**src/rtl/kevin_serial_detector.sv**
```systemverilog
// Serial MSB-first word assembler: collects W bits, reports each completed word
// and whether it belongs to the MASK match set, and counts matches (saturating).
module kevin_serial_detector #(
    parameter int                W     = 4,
    parameter logic [(1<<W)-1:0] MASK  = 16'h56E2,
    parameter int                CNT_W = 8
) (
    input  logic             clk,
    input  logic             rst_n,
    input  logic             in_valid,
    input  logic             in_bit,
    input  logic             clear,
    output logic             out_valid,
    output logic             out_match,
    output logic [W-1:0]     out_value,
    output logic [CNT_W-1:0] match_cnt,
    output logic             busy
);

    localparam int               CW       = $clog2(W);
    localparam logic [CW-1:0]    LAST_CNT = CW'(W - 1);
    localparam logic [CNT_W-1:0] CNT_MAX  = {CNT_W{1'b1}};

    typedef enum logic {
        IDLE  = 1'b0,
        SHIFT = 1'b1
    } state_t;

    state_t           state_r;
    state_t           state_nxt_s;
    logic [CW-1:0]    bit_cnt_r;
    logic [W-1:0]     shift_r;
    logic             out_valid_r;
    logic             out_match_r;
    logic [W-1:0]     out_value_r;
    logic [CNT_W-1:0] match_cnt_r;
    logic             accept_s;
    logic             last_s;
    logic [W-1:0]     word_s;
    logic             word_match_s;

    // clear always wins over a presented bit, so a colliding bit is never accepted
    assign accept_s     = in_valid & ~clear;
    assign last_s       = accept_s & (bit_cnt_r == LAST_CNT);
    assign word_s       = {shift_r[W-2:0], in_bit};
    assign word_match_s = MASK[word_s];

    // Next-state logic: IDLE holds no bits, SHIFT holds 1..W-1 bits
    always_comb begin
        state_nxt_s = state_r;
        case (state_r)
            IDLE: begin
                if (accept_s) begin
                    state_nxt_s = SHIFT;
                end else begin
                    state_nxt_s = IDLE;
                end
            end
            SHIFT: begin
                if (clear || last_s) begin
                    state_nxt_s = IDLE;
                end else begin
                    state_nxt_s = SHIFT;
                end
            end
            default: begin
                state_nxt_s = IDLE;
            end
        endcase
    end

    // State register
    always_ff @(posedge clk or negedge rst_n) begin
        if (!rst_n) begin
            state_r <= IDLE;
        end else begin
            state_r <= state_nxt_s;
        end
    end

    // Shift register and bit counter; counter wraps to 0 on the W-th bit
    always_ff @(posedge clk or negedge rst_n) begin
        if (!rst_n) begin
            bit_cnt_r <= {CW{1'b0}};
            shift_r   <= {W{1'b0}};
        end else if (clear) begin
            bit_cnt_r <= {CW{1'b0}};
            shift_r   <= {W{1'b0}};
        end else if (accept_s) begin
            shift_r <= word_s;
            if (last_s) begin
                bit_cnt_r <= {CW{1'b0}};
            end else begin
                bit_cnt_r <= bit_cnt_r + CW'(1);
            end
        end else begin
            bit_cnt_r <= bit_cnt_r;
            shift_r   <= shift_r;
        end
    end

    // Completion outputs and saturating match counter; out_value survives clear
    always_ff @(posedge clk or negedge rst_n) begin
        if (!rst_n) begin
            out_valid_r <= 1'b0;
            out_match_r <= 1'b0;
            out_value_r <= {W{1'b0}};
            match_cnt_r <= {CNT_W{1'b0}};
        end else if (clear) begin
            out_valid_r <= 1'b0;
            out_match_r <= 1'b0;
            out_value_r <= out_value_r;
            match_cnt_r <= {CNT_W{1'b0}};
        end else if (last_s) begin
            out_valid_r <= 1'b1;
            out_match_r <= word_match_s;
            out_value_r <= word_s;
            if (word_match_s && (match_cnt_r != CNT_MAX)) begin
                match_cnt_r <= match_cnt_r + CNT_W'(1);
            end else begin
                match_cnt_r <= match_cnt_r;
            end
        end else begin
            out_valid_r <= 1'b0;
            out_match_r <= 1'b0;
            out_value_r <= out_value_r;
            match_cnt_r <= match_cnt_r;
        end
    end

    assign out_valid = out_valid_r;
    assign out_match = out_match_r;
    assign out_value = out_value_r;
    assign match_cnt = match_cnt_r;
    assign busy      = (state_r == SHIFT);

endmodule

```
**config.mk**
```make
export PLATFORM = sky130hd
export DESIGN_NAME = kevin_serial_detector
export DESIGN_NICKNAME = d
export VERILOG_FILES = /design/src/rtl/kevin_serial_detector.sv
export SDC_FILE = /design/constraint.sdc
export NUM_CORES = 1
export LEC_CHECK = 0
export ABC_AREA = 1
export BUFFER_PORTS_ARGS = -buffer_cell sky130_fd_sc_hd__clkbuf_2
export CORE_UTILIZATION = 51
export CTS_CLUSTER_DIAMETER = 30
export DETAILED_ROUTE_END_ITERATION = 7
export PLACE_DENSITY_LB_ADDON = 0.12
export SYNTH_ARGS = -nofsm -noshare
export SYNTH_HDL_FRONTEND = slang
export SYNTH_SLANG_ARGS = --single-unit
```
**constraint.sdc**
```tcl
create_clock -name clk -period 2.7 [get_ports clk]
set_input_delay 0.27 -clock clk [delete_from_list [all_inputs] [get_ports clk]]
set_output_delay 0.27 -clock clk [all_outputs]
set_load 0.1 [all_outputs]
```
# Yosys cells after proc, flatten, opt, wreduce, memory -nomap -nowiden
# Memories as Yosys holds them, arrays and structs flattened.
# Index checks and enable logic that the tools add are counted.
totals:
  regBits: 20
  romBits: 16
  input_bits: 5
  out_inout_bits: 15
  word_cells: 40
  mem_count: 1
mem_list:
  columns: ["name", "depth", "width", "rd", "rd_ports_with_merged_regs", "write_ports", "line_no", "text"]
  rows:
  - ["(no name shown)", 16, 1, 1, 0, 0, "46", "assign word_match_s = MASK[word_s];"]
classes:
  n_addsub: 2
  order_cmp: 1
  n_eq_ne: 2
  mux: 16
  bitwise_logic: 4
  reduce_logical: 7
ops:
  columns: ["op", "count"]
  rows:
  - ["two-way mux 8 bit", 3]
  - ["adder 8 x 1 -> 8 bit, second input constant", 1]
  - ["inequality test 8 bit, second input constant", 1]
  - ["two-way mux 1 bit", 7]
  - ["two-way mux 2 bit", 3]
  - ["two-way mux 3 bit", 2]
  - ["nonzero test 2 bit", 3]
  - ["< comparator 4 x 5 -> 1 bit, second input constant", 1]
  - ["AND reduction 2 bit", 2]
  - ["adder 2 x 1 -> 2 bit, second input constant", 1]
  - ["bitwise AND 1 bit", 2]
  - ["== test 2 bit, second input constant", 1]
  - ["NOT 1 bit", 2]
  - ["one-hot mux 1 bit (2 select lines)", 1]
  - ["logical AND 1 bit", 1]
  - ["logical OR 1 bit", 1]

# Longest topological paths before layout
depth:
  word_depth: 6
  ltp_mapped: 10
  depth_no_buf: 10

# Least setup slack after synthesis
# No wires, ideal clock.
synth_timing:
  path_type: "register -> register"
  startpoint: "register match_cnt_r[0], in the netlist match_cnt[0]"
  endpoint: "register match_cnt_r[3], in the netlist match_cnt[3]"
  t_arrival_ns: 1.955
  t_required_ns: 2.633
  setup_slack_ns: 0.678
  path_stages_with_launch: 10
  synth_period_minus_slack_ns: 2.022
  path_cell_list: "dfrtp_1 ha_1 nand2_1 inv_1 nand3_4 nand2_4 nand2_4 nand2_4 nand2_1 nand2_1"
synth_via:
  elab_chain_len: 4
synth_rtl:
  columns: ["item", "line_no", "text"]
  rows:
  - ["start, declared", "36", "logic [CNT_W-1:0] match_cnt_r;"]
  - ["start signal, assigned", "108", "match_cnt_r <= {CNT_W{1'b0}};"]
  - ["start signal, assigned", "113", "match_cnt_r <= {CNT_W{1'b0}};"]
  - ["start signal, assigned", "119", "match_cnt_r <= match_cnt_r + CNT_W'(1);"]
  - ["adder 8 x 1 -> 8 bit / inequality test 8 bit (equally long branches)", "119, 118", null]
  - ["two-way mux 8 bit / logical AND 1 bit (equally long branches)", "118", "if (word_match_s && (match_cnt_r != CNT_MAX)) begin"]
  - ["two-way mux 8 bit / nonzero test 2 bit (equally long branches)", null, null]
  - ["two-way mux 8 bit / AND reduction 2 bit (equally long branches)", null, null]
# Parallel ways exist; a longest one is shown, timed or not. The select of a mux whose other input is x is not followed.
# A chain may end at the register's enable or synchronous reset.

# Worst setup path after layout
layout_timing:
  startpoint: "register match_cnt_r[3], in the netlist match_cnt[3]"
  endpoint: "output port match_cnt[3]"
layout_lines:
  columns: ["item", "line_no", "text"]
  rows:
  - ["end, declared", "16", "output logic [CNT_W-1:0] match_cnt,"]
# No word-level cell between the ends.

==> impl_results.rst <==
.. list-table::
   :header-rows: 1

   * - Metric
     - Value
   * - Critical path class
     - register to output pin
   * - Fraction of the core area covered by cells at the end of the flow
     - 64.1%
   * - Library cell with the largest summed area after synthesis
     - sky130_fd_sc_hd__dfrtp_1
   * - Antenna viol nets, final
     - 0
   * - Cell types with the highest counts after synthesis
     - sky130_fd_sc_hd__nand2_1, sky130_fd_sc_hd__dfrtp_1, sky130_fd_sc_hd__inv_1
   * - Total power divided by cell area
     - 525 nW/um^2
   * - TritonCTS clock tree
     - done
   * - P_int
     - 0.426 mW
   * - Outcome
     - completed
   * - Dpl hpwl
     - 1590 um
   * - Worst vdd ir
     - 0.452 mV
   * - Syn avg cell area
     - 8.06 sq um
   * - Number of endpoints with negative hold slack in the final report
     - 0
   * - Number of resized instances in the post-cts repair step
     - 0
   * - Clock Sinks
     - 20
   * - Number of nets in the synthesized netlist
     - 143
   * - Avg WL per Cell
     - 10.9 um
   * - Class of the tightest hold or removal check
     - input port to register
   * - Most numerous cell in the Yosys netlist
     - sky130_fd_sc_hd__nand2_1
   * - Cell-by-cell trace of the critical path
     - clkbuf_2
   * - Port Buf Inserts
     - 19
   * - Worst Max-Slew Pin Slew
     - 0.542 ns
   * - Gp weighted congestion
     - 0.866
   * - Vias post-DR
     - 925
   * - Hold Path Cell Cnt
     - 3
   * - Final setup slack of the worst path
     - 1.17 ns
   * - Cell row count
     - 16
   * - Relative contribution of sequential cells to total power
     - 48.8%
   * - Global router's overall resource usage
     - 21.0%
   * - Gate family responsible for the most delay along the worst path
     - buffers and inverters
   * - Post-synthesis cell area
     - 1100 sq um
   * - Maximum clock insertion buffer count
     - 2
   * - Endpoint of the lowest-slack register-to-register path
     - match_cnt[4]$_DFFE_PN0P_
   * - Share of the synthesized area in the top cell type
     - 45.7%
   * - Layout-stage area growth over the synthesis result
     - 16.0%
   * - Die span in y
     - 48.4 um
   * - Number of cells produced by synthesis
     - 136
   * - RSZ-0062 raised after global routing
     - false
   * - Count of unresolved DRC violations after routing
     - 0
   * - Post-cts hold buffer count
     - 1
   * - Switching share of power
     - 36.1%
   * - Leakage power
     - 0.683 nW
   * - Total wire length
     - 2050 um
   * - Synth warnings
     - 0
   * - Crit path arrival time
     - 1.26 ns
   * - Number of unique standard cell types used by synthesis
     - 19
   * - Number of detailed-routing iterations run before antenna repair
     - 6
   * - Effective utilization at floorplan
     - 55.3%
   * - Latest clock arrival within the worst-skew pair
     - 0.30 ns
   * - Vias/cell
     - 4.95
   * - Total die area
     - 2340 sq um
   * - Headroom to the max-slew limit
     - 64.0%
   * - Maximum number of pins on one net before global-route repair
     - 21
   * - Final min period
     - 1.53 ns
   * - Number of global-route vias before repair
     - 874
   * - Total negative setup slack
     - 0 ns
   * - Clock network fraction of design power
     - 25.6%
   * - Startpoint class of the critical path
     - register
   * - Flip-flop cell with the highest count after synthesis
     - sky130_fd_sc_hd__dfrtp_1
   * - Inserted Clock Buffers
     - 3
   * - Delay of the slowest critical-path stage
     - 0.50 ns
   * - Combinational cell fraction of total power
     - 25.6%
   * - Critical path fanouts, max
     - 6
   * - Net count, final
     - 168
   * - Worst-case reg-to-reg path depth
     - 9
   * - Critical path required time
     - 2.43 ns
   * - Design Power
     - 0.668 mW
   * - Seq cells post-synth
     - 20
   * - Clock Skews
     - 0.00238 ns
   * - Clock transition time at the flip-flop clock pins of the worst setup and hold paths
     - 0.11 ns
   * - Beginning of the worst hold path
     - in_valid
   * - Global-route wire length before repair
     - 3710 um
   * - Width of the die
     - 48.4 um
   * - Cell type of the slowest stage on the worst timing path
     - sky130_fd_sc_hd__clkbuf_2
   * - Number of buffers added for setup after CTS
     - 0
   * - Number of buffers and inverters on the critical path
     - 1
   * - Num ports
     - 20
   * - Maximum Capacitance Violations
     - 0
   * - Slew Limit Fails
     - 0
   * - Standard cell core area
     - 1980 sq um
   * - Number of H-tree levels
     - 1
   * - Beginning of the worst register-to-register path
     - match_cnt[0]$_DFFE_PN0P_
   * - Post-synth EDFFs
     - 0
   * - Sort of element at the end of the critical path
     - output pin
   * - Net switching component of the power
     - 0.241 mW
   * - Max frequency
     - 654 MHz
   * - Share of the clock period used by the worst path after layout
     - 56.6%
   * - Proportion of register bits with asynchronous set or reset after synthesis
     - 100%
   * - Setup-failing EPs final
     - 0
   * - Number of antenna violations at the first check in global routing
     - 0
   * - Number of DRC markers in iteration 0
     - 12
   * - Total congestion overflow after global routing
     - 0
   * - CTS Root Buffer Type
     - sky130_fd_sc_hd__clkbuf_4
   * - Hold EP
     - out_valid$_DFF_PN0_
   * - Worst slack at placement
     - 1.29 ns
   * - Setup slack, reg-to-reg
     - 1.28 ns
   * - Part of the Yosys area used for sequential elements
     - 45.7%
   * - Proportion of layout cells with a drive suffix above 1
     - 23.8%
   * - Leading post-synthesis cells by cell area
     - sky130_fd_sc_hd__dfrtp_1, sky130_fd_sc_hd__nand2_1, sky130_fd_sc_hd__nand3_1, sky130_fd_sc_hd__inv_1, sky130_fd_sc_hd__nand2_4
   * - Antenna diode instance count
     - 0
   * - Layout fillers
     - 184
-- placed cells by master (no fill, tap or decap) --
cell type / n
sky130_fd_sc_hd__o22ai_1: 3
sky130_fd_sc_hd__nand3_1: 14
sky130_fd_sc_hd__dlygate4sd3_1: 1
sky130_fd_sc_hd__a21oi_1: 2
sky130_fd_sc_hd__or2_2: 1
sky130_fd_sc_hd__o21ai_0: 6
sky130_fd_sc_hd__nand2_4: 5
sky130_fd_sc_hd__nand4_1: 1
sky130_fd_sc_hd__clkbuf_4: 3
sky130_fd_sc_hd__nor2_1: 13
sky130_fd_sc_hd__inv_1: 16
sky130_fd_sc_hd__dfrtp_1: 20
sky130_fd_sc_hd__nand3_4: 1
sky130_fd_sc_hd__nand2_2: 2
sky130_fd_sc_hd__clkbuf_8: 1
sky130_fd_sc_hd__nor2_8: 1
sky130_fd_sc_hd__nor2_4: 1
sky130_fd_sc_hd__ha_1: 2
sky130_fd_sc_hd__nand2_1: 43
sky130_fd_sc_hd__xor2_1: 1
sky130_fd_sc_hd__inv_4: 2
sky130_fd_sc_hd__nand3_2: 2
sky130_fd_sc_hd__clkbuf_2: 19
-- registers in the layout, summed over array words and instances (netlist names) --
name / flops
out_value: 4
out_match: 1
bit_cnt_r: 2
out_valid: 1
busy: 1
shift_r: 3
match_cnt: 8
-- power groups by stage --
stage	registers (mW)	clock network, mW	logic (mW)
after floorplan	0.428	0	0.0412
after global placement	0.331	0	0.169
after detailed placement	0.332	0	0.171
after CTS	0.326	0.180	0.172
after global routing	0.329	0.189	0.183
final	0.326	0.171	0.171
-- metal layers --
metal / GRT usage, % / routed length, um / up-vias
met5: 0 / 0 / -
met4: 11.8 / 41 / 0
met3: 4.09 / 80 / 5
met2: 35.4 / 1020 / 17
met1: 25.2 / 904 / 427
li1: - / - / 476
-- area by class of cell --
class | count | area (sq um) | area share (%)
Tap cell | 27 | 33.8 | 2.66
Timing Repair Buffer | 20 | 105 | 8.27
Sequential cell | 20 | 500 | 39.4
Clock buffer | 4 | 36.3 | 2.85
Inverter | 18 | 72.6 | 5.71
Multi-Input combinational cell | 98 | 523 | 41.1
-- stage by stage --
step / hold slack (ns) / cell area, sq um / instances
6_report: 0.277 / 1270 / 187
5_1_grt: 0.274 / 1270 / 187
4_1_cts: 0.269 / 1270 / 187
3_5_place_dp: 0.262 / 1220 / 182
3_3_place_gp: 0.253 / 1220 / 182
2_1_floorplan: -0.0256 / 1100 / 136
-- cell families (layout without fill, tap and decap cells) --
kind of cell / Yosys count / after routing / share of synthesized area, %
adders and majority gates: 2 / 2 / 2.28
buffers and inverters: 18 / 42 / 6.62
xor gates and xnor gates: 1 / 1 / 0.799
and+or+nand+nor: 84 / 84 / 39.3
AOI/OAI and AO/OA: 11 / 11 / 5.37
DFF: 20 / 20 / 45.7
-- how the worst max path moves through the flow --
stage	start	endpoint	slack, ns	depth (start not counted)
after floorplan	match_cnt[0]$_DFFE_PN0P_	match_cnt[3]$_DFFE_PN0P_	0.68	9
after global placement	match_cnt[0]$_DFFE_PN0P_	match_cnt[3]$_DFFE_PN0P_	1.32	9
after detailed placement	match_cnt[0]$_DFFE_PN0P_	match_cnt[1]$_DFFE_PN0P_	1.29	9
after CTS	match_cnt[3]$_DFFE_PN0P_	match_cnt[3]	1.16	1
after global routing	match_cnt[3]$_DFFE_PN0P_	match_cnt[3]	1.11	1
final	match_cnt[3]$_DFFE_PN0P_	match_cnt[3]	1.17	1
Power figures use the tool's default switching activity.
